$ cat src/rtl/vm_dispenser.sv
// Vending machine dispenser: drives the product motor for a fixed time, then
// pays owed change greedily (5/2/1) through a coin hopper with stall timeout.
//
// state  | meaning
// IDLE   | waiting for a vend request, disp_ready high
// VEND   | product motor on for VEND_CYCLES cycles
// CHANGE | ejecting coins while hopper_ready, counting stall cycles
// DONE   | one-cycle completion pulse
// FAULT  | hopper timed out; held until reset
module vm_dispenser #(
  parameter int unsigned VEND_CYCLES    = 4,
  parameter int unsigned HOPPER_TIMEOUT = 16
) (
  input  logic       clk,
  input  logic       rst,
  input  logic       disp_valid,
  input  logic [1:0] disp_item,
  input  logic [3:0] disp_change,
  input  logic       hopper_ready,
  output logic       disp_ready,
  output logic [1:0] item_out,
  output logic       item_strobe,
  output logic       coin_strobe,
  output logic [1:0] coin_sel,
  output logic       done,
  output logic       fault,
  output logic [7:0] coins_total
);

  localparam logic [2:0] S_IDLE   = 3'd0;
  localparam logic [2:0] S_VEND   = 3'd1;
  localparam logic [2:0] S_CHANGE = 3'd2;
  localparam logic [2:0] S_DONE   = 3'd3;
  localparam logic [2:0] S_FAULT  = 3'd4;

  localparam logic [3:0] VEND_LOAD   = 4'(VEND_CYCLES - 1);
  localparam logic [8:0] STALL_LIMIT = 9'(HOPPER_TIMEOUT);

  logic [2:0] state_q, state_d;
  logic [1:0] item_q, item_d;
  logic [3:0] rem_q, rem_d;
  logic [3:0] vend_cnt_q, vend_cnt_d;
  logic [7:0] stall_q, stall_d;
  logic [7:0] coins_q, coins_d;

  logic       coin_fire;
  logic [1:0] sel_raw;
  logic [3:0] coin_val;
  logic [8:0] stall_next;

  // Greedy pick from the current remainder, so coin_val never exceeds rem_q.
  always_comb begin
    sel_raw  = 2'd1;
    coin_val = 4'd1;
    if (rem_q >= 4'd5) begin
      sel_raw  = 2'd3;
      coin_val = 4'd5;
    end else if (rem_q >= 4'd2) begin
      sel_raw  = 2'd2;
      coin_val = 4'd2;
    end
  end

  assign coin_fire  = (state_q == S_CHANGE) && hopper_ready && (rem_q != 4'd0);
  assign stall_next = {1'b0, stall_q} + 9'd1;

  always_comb begin
    state_d    = state_q;
    item_d     = item_q;
    rem_d      = rem_q;
    vend_cnt_d = vend_cnt_q;
    stall_d    = stall_q;
    coins_d    = coins_q;
    case (state_q)
      S_IDLE: begin
        if (disp_valid) begin
          item_d     = disp_item;
          rem_d      = disp_change;
          vend_cnt_d = VEND_LOAD;
          stall_d    = 8'd0;
          if (disp_item != 2'd0) begin
            state_d = S_VEND;
          end else if (disp_change != 4'd0) begin
            state_d = S_CHANGE;
          end else begin
            state_d = S_DONE;
          end
        end
      end
      S_VEND: begin
        if (vend_cnt_q == 4'd0) begin
          state_d = (rem_q != 4'd0) ? S_CHANGE : S_DONE;
        end else begin
          vend_cnt_d = vend_cnt_q - 4'd1;
        end
      end
      S_CHANGE: begin
        if (coin_fire) begin
          rem_d   = rem_q - coin_val;
          coins_d = coins_q + 8'd1;
          stall_d = 8'd0;
          if (rem_d == 4'd0) begin
            state_d = S_DONE;
          end
        end else if (!hopper_ready) begin
          stall_d = stall_next[7:0];
          if (stall_next == STALL_LIMIT) begin
            state_d = S_FAULT;
          end
        end else begin
          stall_d = 8'd0;
        end
      end
      S_DONE: begin
        item_d  = 2'd0;
        state_d = S_IDLE;
      end
      S_FAULT: begin
        state_d = S_FAULT;
      end
      default: begin
        state_d = S_IDLE;
      end
    endcase
  end

  always_ff @(posedge clk or negedge rst) begin
    if (!rst) begin
      state_q    <= S_IDLE;
      item_q     <= 2'd0;
      rem_q      <= 4'd0;
      vend_cnt_q <= 4'd0;
      stall_q    <= 8'd0;
      coins_q    <= 8'd0;
    end else begin
      state_q    <= state_d;
      item_q     <= item_d;
      rem_q      <= rem_d;
      vend_cnt_q <= vend_cnt_d;
      stall_q    <= stall_d;
      coins_q    <= coins_d;
    end
  end

  assign disp_ready  = (state_q == S_IDLE);
  assign item_strobe = (state_q == S_VEND);
  assign item_out    = (state_q == S_VEND) ? item_q : 2'd0;
  assign coin_strobe = coin_fire;
  assign coin_sel    = coin_fire ? sel_raw : 2'd0;
  assign done        = (state_q == S_DONE);
  assign fault       = (state_q == S_FAULT);
  assign coins_total = coins_q;

endmodule

$ cat config.mk
export PLATFORM = sky130hd
export DESIGN_NAME = vm_dispenser
export DESIGN_NICKNAME = d
export VERILOG_FILES = /design/src/rtl/vm_dispenser.sv
export SDC_FILE = /design/constraint.sdc
export NUM_CORES = 1
export LEC_CHECK = 0
export ABC_CLOCK_PERIOD_IN_PS = 6600
export CORE_UTILIZATION = 35
export CTS_BUF_LIST = sky130_fd_sc_hd__clkbuf_8
export DETAILED_ROUTE_END_ITERATION = 8
export PLACE_DENSITY = 0.53
export SYNTH_ARGS = -nofsm -noshare
export SYNTH_HDL_FRONTEND = slang
export SYNTH_SLANG_ARGS = --single-unit
$ cat constraint.sdc
create_clock -name clk -period 6.6 [get_ports clk]
set_input_delay 0.99 -clock clk [delete_from_list [all_inputs] [get_ports clk]]
set_output_delay 0.99 -clock clk [all_outputs]
set_load 0.005 [all_outputs]
* Word-level counts from Yosys, hierarchy flattened *
Index checks and enable logic that the tools add are counted.

operators by class
  $add $sub $neg = 4
  $lt $le $gt $ge = 2
  equality and inequality tests = 12
  muxes and demuxes = 28
  reductions and logical operators = 17

operator list
  kind                                                                                 count
  8-bit 2-to-1 mux                                                                     3
  3-bit 2-to-1 mux                                                                     7
  4-bit 2-to-1 mux                                                                     4
  4-bit case mux with 2 select lines                                                   2
  8-bit case mux with 2 select lines                                                   1
  2-bit 2-to-1 mux                                                                     7
  3-bit case mux with 4 select lines                                                   1
  8-bit by 1-bit adder with 9-bit output, second input constant                        1
  9-bit by 5-bit == test with 1-bit output, second input constant                      1
  8-bit by 1-bit adder with 8-bit output, second input constant                        1
  4-bit zero test                                                                      2
  2-bit nonzero test                                                                   4
  4-bit nonzero test                                                                   2
  3-bit by 2-bit == test with 1-bit output, second input constant                      2
  2-bit inequality test, second input constant                                         3
  3-bit by 2-bit inequality test with 1-bit output, second input constant              2
  2-bit AND reduction                                                                  3
  3-bit AND reduction                                                                  2
  5-bit AND reduction                                                                  1
  4-bit by 2-bit greater-or-equal comparator with 1-bit output, second input constant  1
  4-bit by 3-bit greater-or-equal comparator with 1-bit output, second input constant  1
  2-bit case mux with 2 select lines                                                   1
  4-bit by 1-bit subtractor with 4-bit output, second input constant                   1
  4-bit subtractor                                                                     1
  7 further kinds                                                                      9

word-level totals
  flip-flop bits (word level) = 29
  input bits = 10
  output and inout bits = 17

* Logic depth before layout (Yosys ltp) *
Gate-level depths: netlist of run 1.

  depth in word-level cells = 8
  mapped depth = 10
  gate-level depth less buffers = 10

* Least setup slack after synthesis of run 1 *
OpenSTA, ideal clock, no wires.

  kind = reg-to-output
  from = reg rem_q[1]
  to = out coin_sel[0]
  data arrival time = 1,488 ps
  required time = 5,610 ps
  setup slack = 4,122 ps
  cell stages (with the launch flop) = 5
  path buffers = 1
  cells stage by stage = dfrtp_1 -> or4_4 -> and3_1 -> buf_2 -> and2_1

on the way
  elaborated cells between the ends (all ways) = 7
  those cells by class = 2 x order compare; 3 x mux; 2 x reduce/logical

RTL lines
  element                 RTL line  text
  from (decl)             41        logic [3:0] rem_q, rem_d;
  from (signal assigned)  138       rem_q <= rem_d;
  4-bit nonzero test      64        assign coin_fire = (state_q == S_CHANGE) && hopper_ready && (rem_q != 4'd0);
  1-bit logical AND       64
  via coin_strobe         23        output logic coin_strobe,
  2-bit 2-to-1 mux        149       assign coin_sel = coin_fire ? sel_raw : 2'd0;
  to (decl)               24        output logic [1:0] coin_sel,

The timed path passes the listed nets, and every way through them passes these cells.

* Worst setup path after layout of run 1 *
  from = in hopper_ready
  to = out coin_sel[0]

on the way
  cells in the longest elaborated chain, start to end = 3

RTL lines
  element                         RTL line  text
  from (decl)                     19        input logic hopper_ready,
  1-bit logical AND (2 in a row)  64
  2-bit 2-to-1 mux                149

Every way passes these cells.

==> results_dict.tcl, run 1 <==
set metrics [dict create \
    final_antenna_net_count 0 \
    area_delta_synth_final_pct 22.8 \
    slew_headroom_pct 39.8 \
    rsz0062_at_grt "false" \
    grt_pass1_vias 1410 \
    antenna_found_initial 0 \
    synth.largest_area_cell "dfrtp_1" \
    drt_iter0_drc 37 \
    grt_pass1_wl_um 6460 \
    grt.total_usage_pct 16.4 \
    holdPathEnd "coins_total[7]" \
    power_density_nw_per_um2 400 \
    cts_buffers 5 \
    ys_async_sr_fraction_pct 100 \
    cts.path.max_buffers 2 \
    reg2reg_depth 9 \
    grt_max_degree 30 \
    insertion_delay_ns 0.28 \
    cts_tree "built" \
    syn_area_um2 1720 \
    h-tree-depth 2 \
    n_antenna_cell 0 \
    synth_cells 176 \
    hold_class "flop to flop" \
    crit_path_start_kind "input port" \
    initial_utilization_pct 36.3 \
    drc_errors 0 \
    hold_viol_final 0 \
    cts_resized 0 \
    nNetsFinal 221 \
    cap_violations 0 \
    synth.distinct_cells 48 \
    synth_edf_count 0 \
    coreArea_um2 4720 \
    hpwl_um 2860 \
    irDropWorstVdd_mv 0.128 \
    ys_seq_elements 29 \
    drt_first_pass_iters 4 \
    final_common_cell "dfrtp_1" \
    layout_common_cells "dfrtp_1, clkdlybuf4s50_1, o21ai_0" \
    cts.sinks 29 \
    hp-start "coins_total[7]" \
    yosys_warnings 0 \
    drt-wirelength-per-cell_um 14.1 \
    nFillCells 465 \
    layout-drive-gt1-share_pct 9.76 \
    num_vias 1415 \
    fmax_mhz 273 \
    synth_seq_area_share_pct 42.3 \
    clock-root-buffer "clkbuf_8" \
    die_area_um2 5190 \
    dpl_worst_slack_ns 2.94 \
    critPathMaxFanout 11 \
    clkTransAtPathRegs_ns 0.07 \
    tightest_slew_ns 0.900 \
    die_h_um 72.0 \
    cp-end-kind "primary output" \
    drv_slew 0 \
    viasPerCell 5.20 \
    grt_overflow 0 \
    r2r_start "rem_q[1]" \
    avgSynthCellArea_um2 9.75 \
    criticalPathCategory "input port to primary output" \
    port_buffers 26 \
    r2r_slack_ns 3.99 \
    period_needed_ns 3.66 \
    synth_top_area_share_pct 42.3 \
    cp_data_arrival_time_ns 2.67 \
    leakage_nw 0.897 \
    syn_nets 193 \
    finClkSkew_ns 0.00632 \
    status "finished, final reports clean" \
    setup_tns_ns 0 \
    layout_setup_ws_ns 2.94 \
    gp_congestion 0.911 \
    min_period_over_period_pct 55.5 \
    die_w_um 72.0 \
    synth_ff_type "dfrtp_1" \
    cp.required_ns 5.61 \
    cts_setup_buffers 0 \
    rows 25 \
    ctsHoldBuffers 0 \
    worst_hold_path.num_cells 1 \
    setup_viol 0 \
    io-pin-count 27 \
    timing.rr.end "state_q[0]" \
    finalWirelength_um 3840 \
    synth.area.top_cells "dfrtp_1, o21ai_0, ha_1" \
]
==> layout make-up <==
class                           instances  area [um^2]  area share (%)
Inverter                                8         30.0            1.42
Tap cell                               67         83.8            3.98
Sequential cell                        29          726            34.4
Clock buffer                            5         68.8            3.26
Timing Repair Buffer                   27          268            12.7
Clock inverter                          3         17.5           0.831
Multi-Input combinational cell        133          915            43.4
==> critical path, cell delays in order <==
cell             delay, ns
clkdlybuf4s50_1       0.57
and3_1                0.43
and2_1                0.19
clkdlybuf4s50_1       0.49
==> per-stage QoR <==
stage / cell area, um^2 / total power (W) / util, % / hold WS [ns] / std cells
final: 2110 / 0.000843 / 44.6 / 0.469 / 272
after global routing: 2110 / 0.000922 / 44.6 / 0.507 / 272
after CTS: 2110 / 0.000851 / 44.6 / 0.475 / 272
after detailed placement: 2020 / 0.000705 / 42.8 / 0.466 / 264
after global placement: 2020 / 0.000684 / 42.8 / 0.462 / 264
after floorplan: 1720 / 0.000573 / - / 0.461 / 176
==> cell families (layout without fill, tap and decap cells) <==
family / Yosys count / count (layout) / synth area share, %
AND/OR/NAND/NOR: 67 / 67 / 23.0
AO/OA/AOI/OAI: 42 / 42 / 15.6
flip-flops: 29 / 29 / 42.3
buffers and inverters: 14 / 43 / 4.45
XOR/XNOR: 11 / 11 / 5.61
adder cells (fa/ha/maj): 7 / 7 / 5.54
multiplexers: 6 / 6 / 3.57
==> routing by layer <==
metal	wire, um	vias to the layer above	track usage (%)
met4	76	0	7.84
met5	0	-	0
li1	-	701	-
met1	1750	673	20.9
met3	144	8	4.58
met2	1860	33	25.9
==> synthesized netlist by cell type, types with 2 or more instances <==
cell type	n
a211oi_1	2
a21oi_1	9
a31oi_1	4
and2_1	4
and3_1	5
buf_6	3
clkbuf_1	2
dfrtp_1	29
ha_1	6
inv_1	8
mux2i_1	5
nand2_1	11
nand4_1	7
nor2_1	15
nor3_1	3
nor3b_1	2
nor4_1	2
o21ai_0	17
or3_1	2
or3b_1	3
xnor2_1	7
xor2_1	4
==> sequential cells by signal, indices dropped and copies added (netlist names) <==
register and cells:
coins_total 8, stall_q 8, rem_q 4, vend_cnt_q 4, state_q 3, item_q 2
==> power breakdown <==
part	switching, W	total (W)	internal (W)
Clock	0.0000675	0.000140	0.0000725
Sequential	0.0000652	0.000294	0.000229
Combinational	0.000210	0.000409	0.000199
Total	0.000343	0.000843	0.000500
==> how the worst max path moves through the flow <==
stage | slack [ns] | end | cells past startpoint | from
final | 2.94 | coin_sel[0] | 4 | hopper_ready
after global routing | 2.81 | coin_sel[0] | 4 | hopper_ready
after CTS | 2.94 | coin_sel[0] | 4 | hopper_ready
after detailed placement | 2.94 | coin_sel[0] | 4 | hopper_ready
after global placement | 2.98 | coin_sel[0] | 4 | hopper_ready
after floorplan | 4.12 | coin_sel[0] | 4 | rem_q[1]
(Power assumes the default switching activity.)
==> inputs of run 2 (changes only) <==
--- a/config.mk
+++ b/config.mk
@@ -5,11 +5,11 @@
 export SDC_FILE = /design/constraint.sdc
 export NUM_CORES = 1
 export LEC_CHECK = 0
-export ABC_CLOCK_PERIOD_IN_PS = 6600
+export ABC_CLOCK_PERIOD_IN_PS = 3300
 export CORE_UTILIZATION = 35
 export CTS_BUF_LIST = sky130_fd_sc_hd__clkbuf_8
 export DETAILED_ROUTE_END_ITERATION = 8
-export PLACE_DENSITY = 0.53
+export PLACE_DENSITY = 0.55
 export SYNTH_ARGS = -nofsm -noshare
 export SYNTH_HDL_FRONTEND = slang
 export SYNTH_SLANG_ARGS = --single-unit
==> constraint.sdc (replaced) <==
create_clock -name clk -period 3.3 [get_ports clk]
set_input_delay 0.495 -clock clk [delete_from_list [all_inputs] [get_ports clk]]
set_output_delay 0.495 -clock clk [all_outputs]
set_load 0.005 [all_outputs]
==> run 2 against run 1 <==
  * Sequential power grew 99%
  * Sequential share of layout area shrank 0.36 points
  * Critical path type is now flop to primary output
  * Final area grew 1.1%
  * Largest power group unchanged
  * Non-clock buffer count grew 1
  * Combinational power grew 100%
==> results_dict.tcl, run 2 (synthesized netlist as in run 1, its figures left out) <==
set metrics [dict create \
    drt_iter0_drc 63 \
    num_vias 1418 \
    clkTransAtPathRegs_ns 0.06 \
    drt_first_pass_iters 4 \
    rsz0062_at_grt "false" \
    layout-drive-gt1-share_pct 10.2 \
    layout_common_cells "dfrtp_1, clkdlybuf4s50_1, o21ai_0" \
    reg2reg_depth 9 \
    rows 25 \
    drc_errors 0 \
    grt_pass1_wl_um 6690 \
    nFillCells 448 \
    setup_viol 0 \
    cts.path.max_buffers 2 \
    grt_util_met2_pct 27.6 \
    die_h_um 72.0 \
    min_period_over_period_pct 86.6 \
    ctsHoldBuffers 0 \
    cp-end-kind "primary output" \
    grt_pass1_vias 1469 \
    hold_viol_final 0 \
    antenna_found_initial 0 \
    drt-wirelength-per-cell_um 14.6 \
    cts_buffers 5 \
    final_common_cell "dfrtp_1" \
    worst_hold_path.num_cells 1 \
    io-pin-count 27 \
    critPathMaxFanout 11 \
    port_buffers 26 \
    crit_path_start_kind "flop" \
    cp.required_ns 2.80 \
    slew_headroom_pct 56.4 \
    clock-root-buffer "clkbuf_8" \
    hp-start "coins_total[7]" \
    p_total_w 0.00175 \
    finClkSkew_ns 0.00764 \
    drv_slew 0 \
    status "finished, final reports clean" \
    h-tree-depth 2 \
    finalWirelength_um 3990 \
    irDropWorstVdd_mv 0.283 \
    die_area_um2 5190 \
    coreArea_um2 4720 \
    power_density_nw_per_um2 823 \
    nNetsFinal 222 \
    tightest_slew_ns 0.651 \
    grt_max_degree 30 \
    r2r_start "rem_q[1]" \
    leakage_nw 0.913 \
    gp_congestion 0.906 \
    grt.total_usage_pct 16.9 \
    holdPathEnd "coins_total[7]" \
    cts_tree "built" \
    insertion_delay_ns 0.28 \
    period_needed_ns 2.86 \
    cts_setup_buffers 0 \
    die_w_um 72.0 \
    cp_data_arrival_time_ns 2.36 \
    hold_class "flop to flop" \
    cts.sinks 29 \
    grt-busiest-layer "met2" \
    viasPerCell 5.19 \
    met1_usage_pct 20.7 \
    setup_tns_ns 0 \
    grtUsageMet3_pct 5.97 \
    fmax_mhz 350 \
    cap_violations 0 \
    grt_overflow 0 \
    initial_utilization_pct 36.3 \
    cts_resized 0 \
    n_antenna_cell 0 \
    r2r_slack_ns 0.63 \
    area_delta_synth_final_pct 24.1 \
    criticalPathCategory "flop to primary output" \
    hpwl_um 3000 \
    timing.rr.end "state_q[0]" \
    final_antenna_net_count 0 \
]
run 2: cell types whose count changed in the layout (fill, tap and decap cells not counted), sizes merged:
cell      before  now
clkbuf         5    7
clkinv         2    1
clkinvlp       1    0
buf            1    2
run 2: final cells by class:
cell class	count	area [um^2]	share of cell area, %
Timing Repair Buffer	28	275	12.9
Clock buffer	7	96.3	4.52
Clock inverter	1	5.00	0.235
Multi-Input combinational cell	133	915	42.9
Tap cell	67	83.8	3.93
Sequential cell	29	726	34.1
Inverter	8	30.0	1.41
run 2: worst max path at each step:
| stage | depth (start not counted) | slack (ns) | end | startpoint |
|---|---|---|---|---|
| final | 4 | 0.44 | coin_sel[0] | state_q[0] |
| after global placement | 4 | 0.68 | coin_sel[0] | hopper_ready |
| after CTS | 4 | 0.46 | coin_sel[0] | state_q[0] |
| after floorplan | 9 | 1.02 | state_q[0] | rem_q[1] |
| after global routing | 4 | 0.29 | coin_sel[0] | state_q[1] |
| after detailed placement | 4 | 0.65 | coin_sel[0] | hopper_ready |
run 2: layer usage:
layer  up-vias  part of all wire [%]
li1        694                     -
met1       688                    46
met2        25                    48
met3        11                   3.4
met4         0                   2.0
met5         -                     0
run 2: critical path, stage by stage (launching register included):
cell and delay (ns):
dfrtp_1 0.44, nor3b_2 0.47, and3_1 0.48, and2_1 0.20, clkdlybuf4s50_1 0.49
run 2: through the flow:
stage	instance area [um^2]	util, %	hold slack, ns	instances	worst slack [ns]
2_1_floorplan	1720	-	0.199	176	1.02
3_3_place_gp	2030	43.0	0.462	265	0.677
3_5_place_dp	2030	43.0	0.483	265	0.652
4_1_cts	2130	45.1	0.493	273	0.460
5_1_grt	2130	45.1	0.520	273	0.286
6_report	2130	45.1	0.488	273	0.443
run 2: power breakdown:
group	internal (W)	total, W	switching, W
registers	0.000457	0.000586	0.000129
clock network	0.000188	0.000329	0.000141
logic	0.000403	0.000838	0.000435
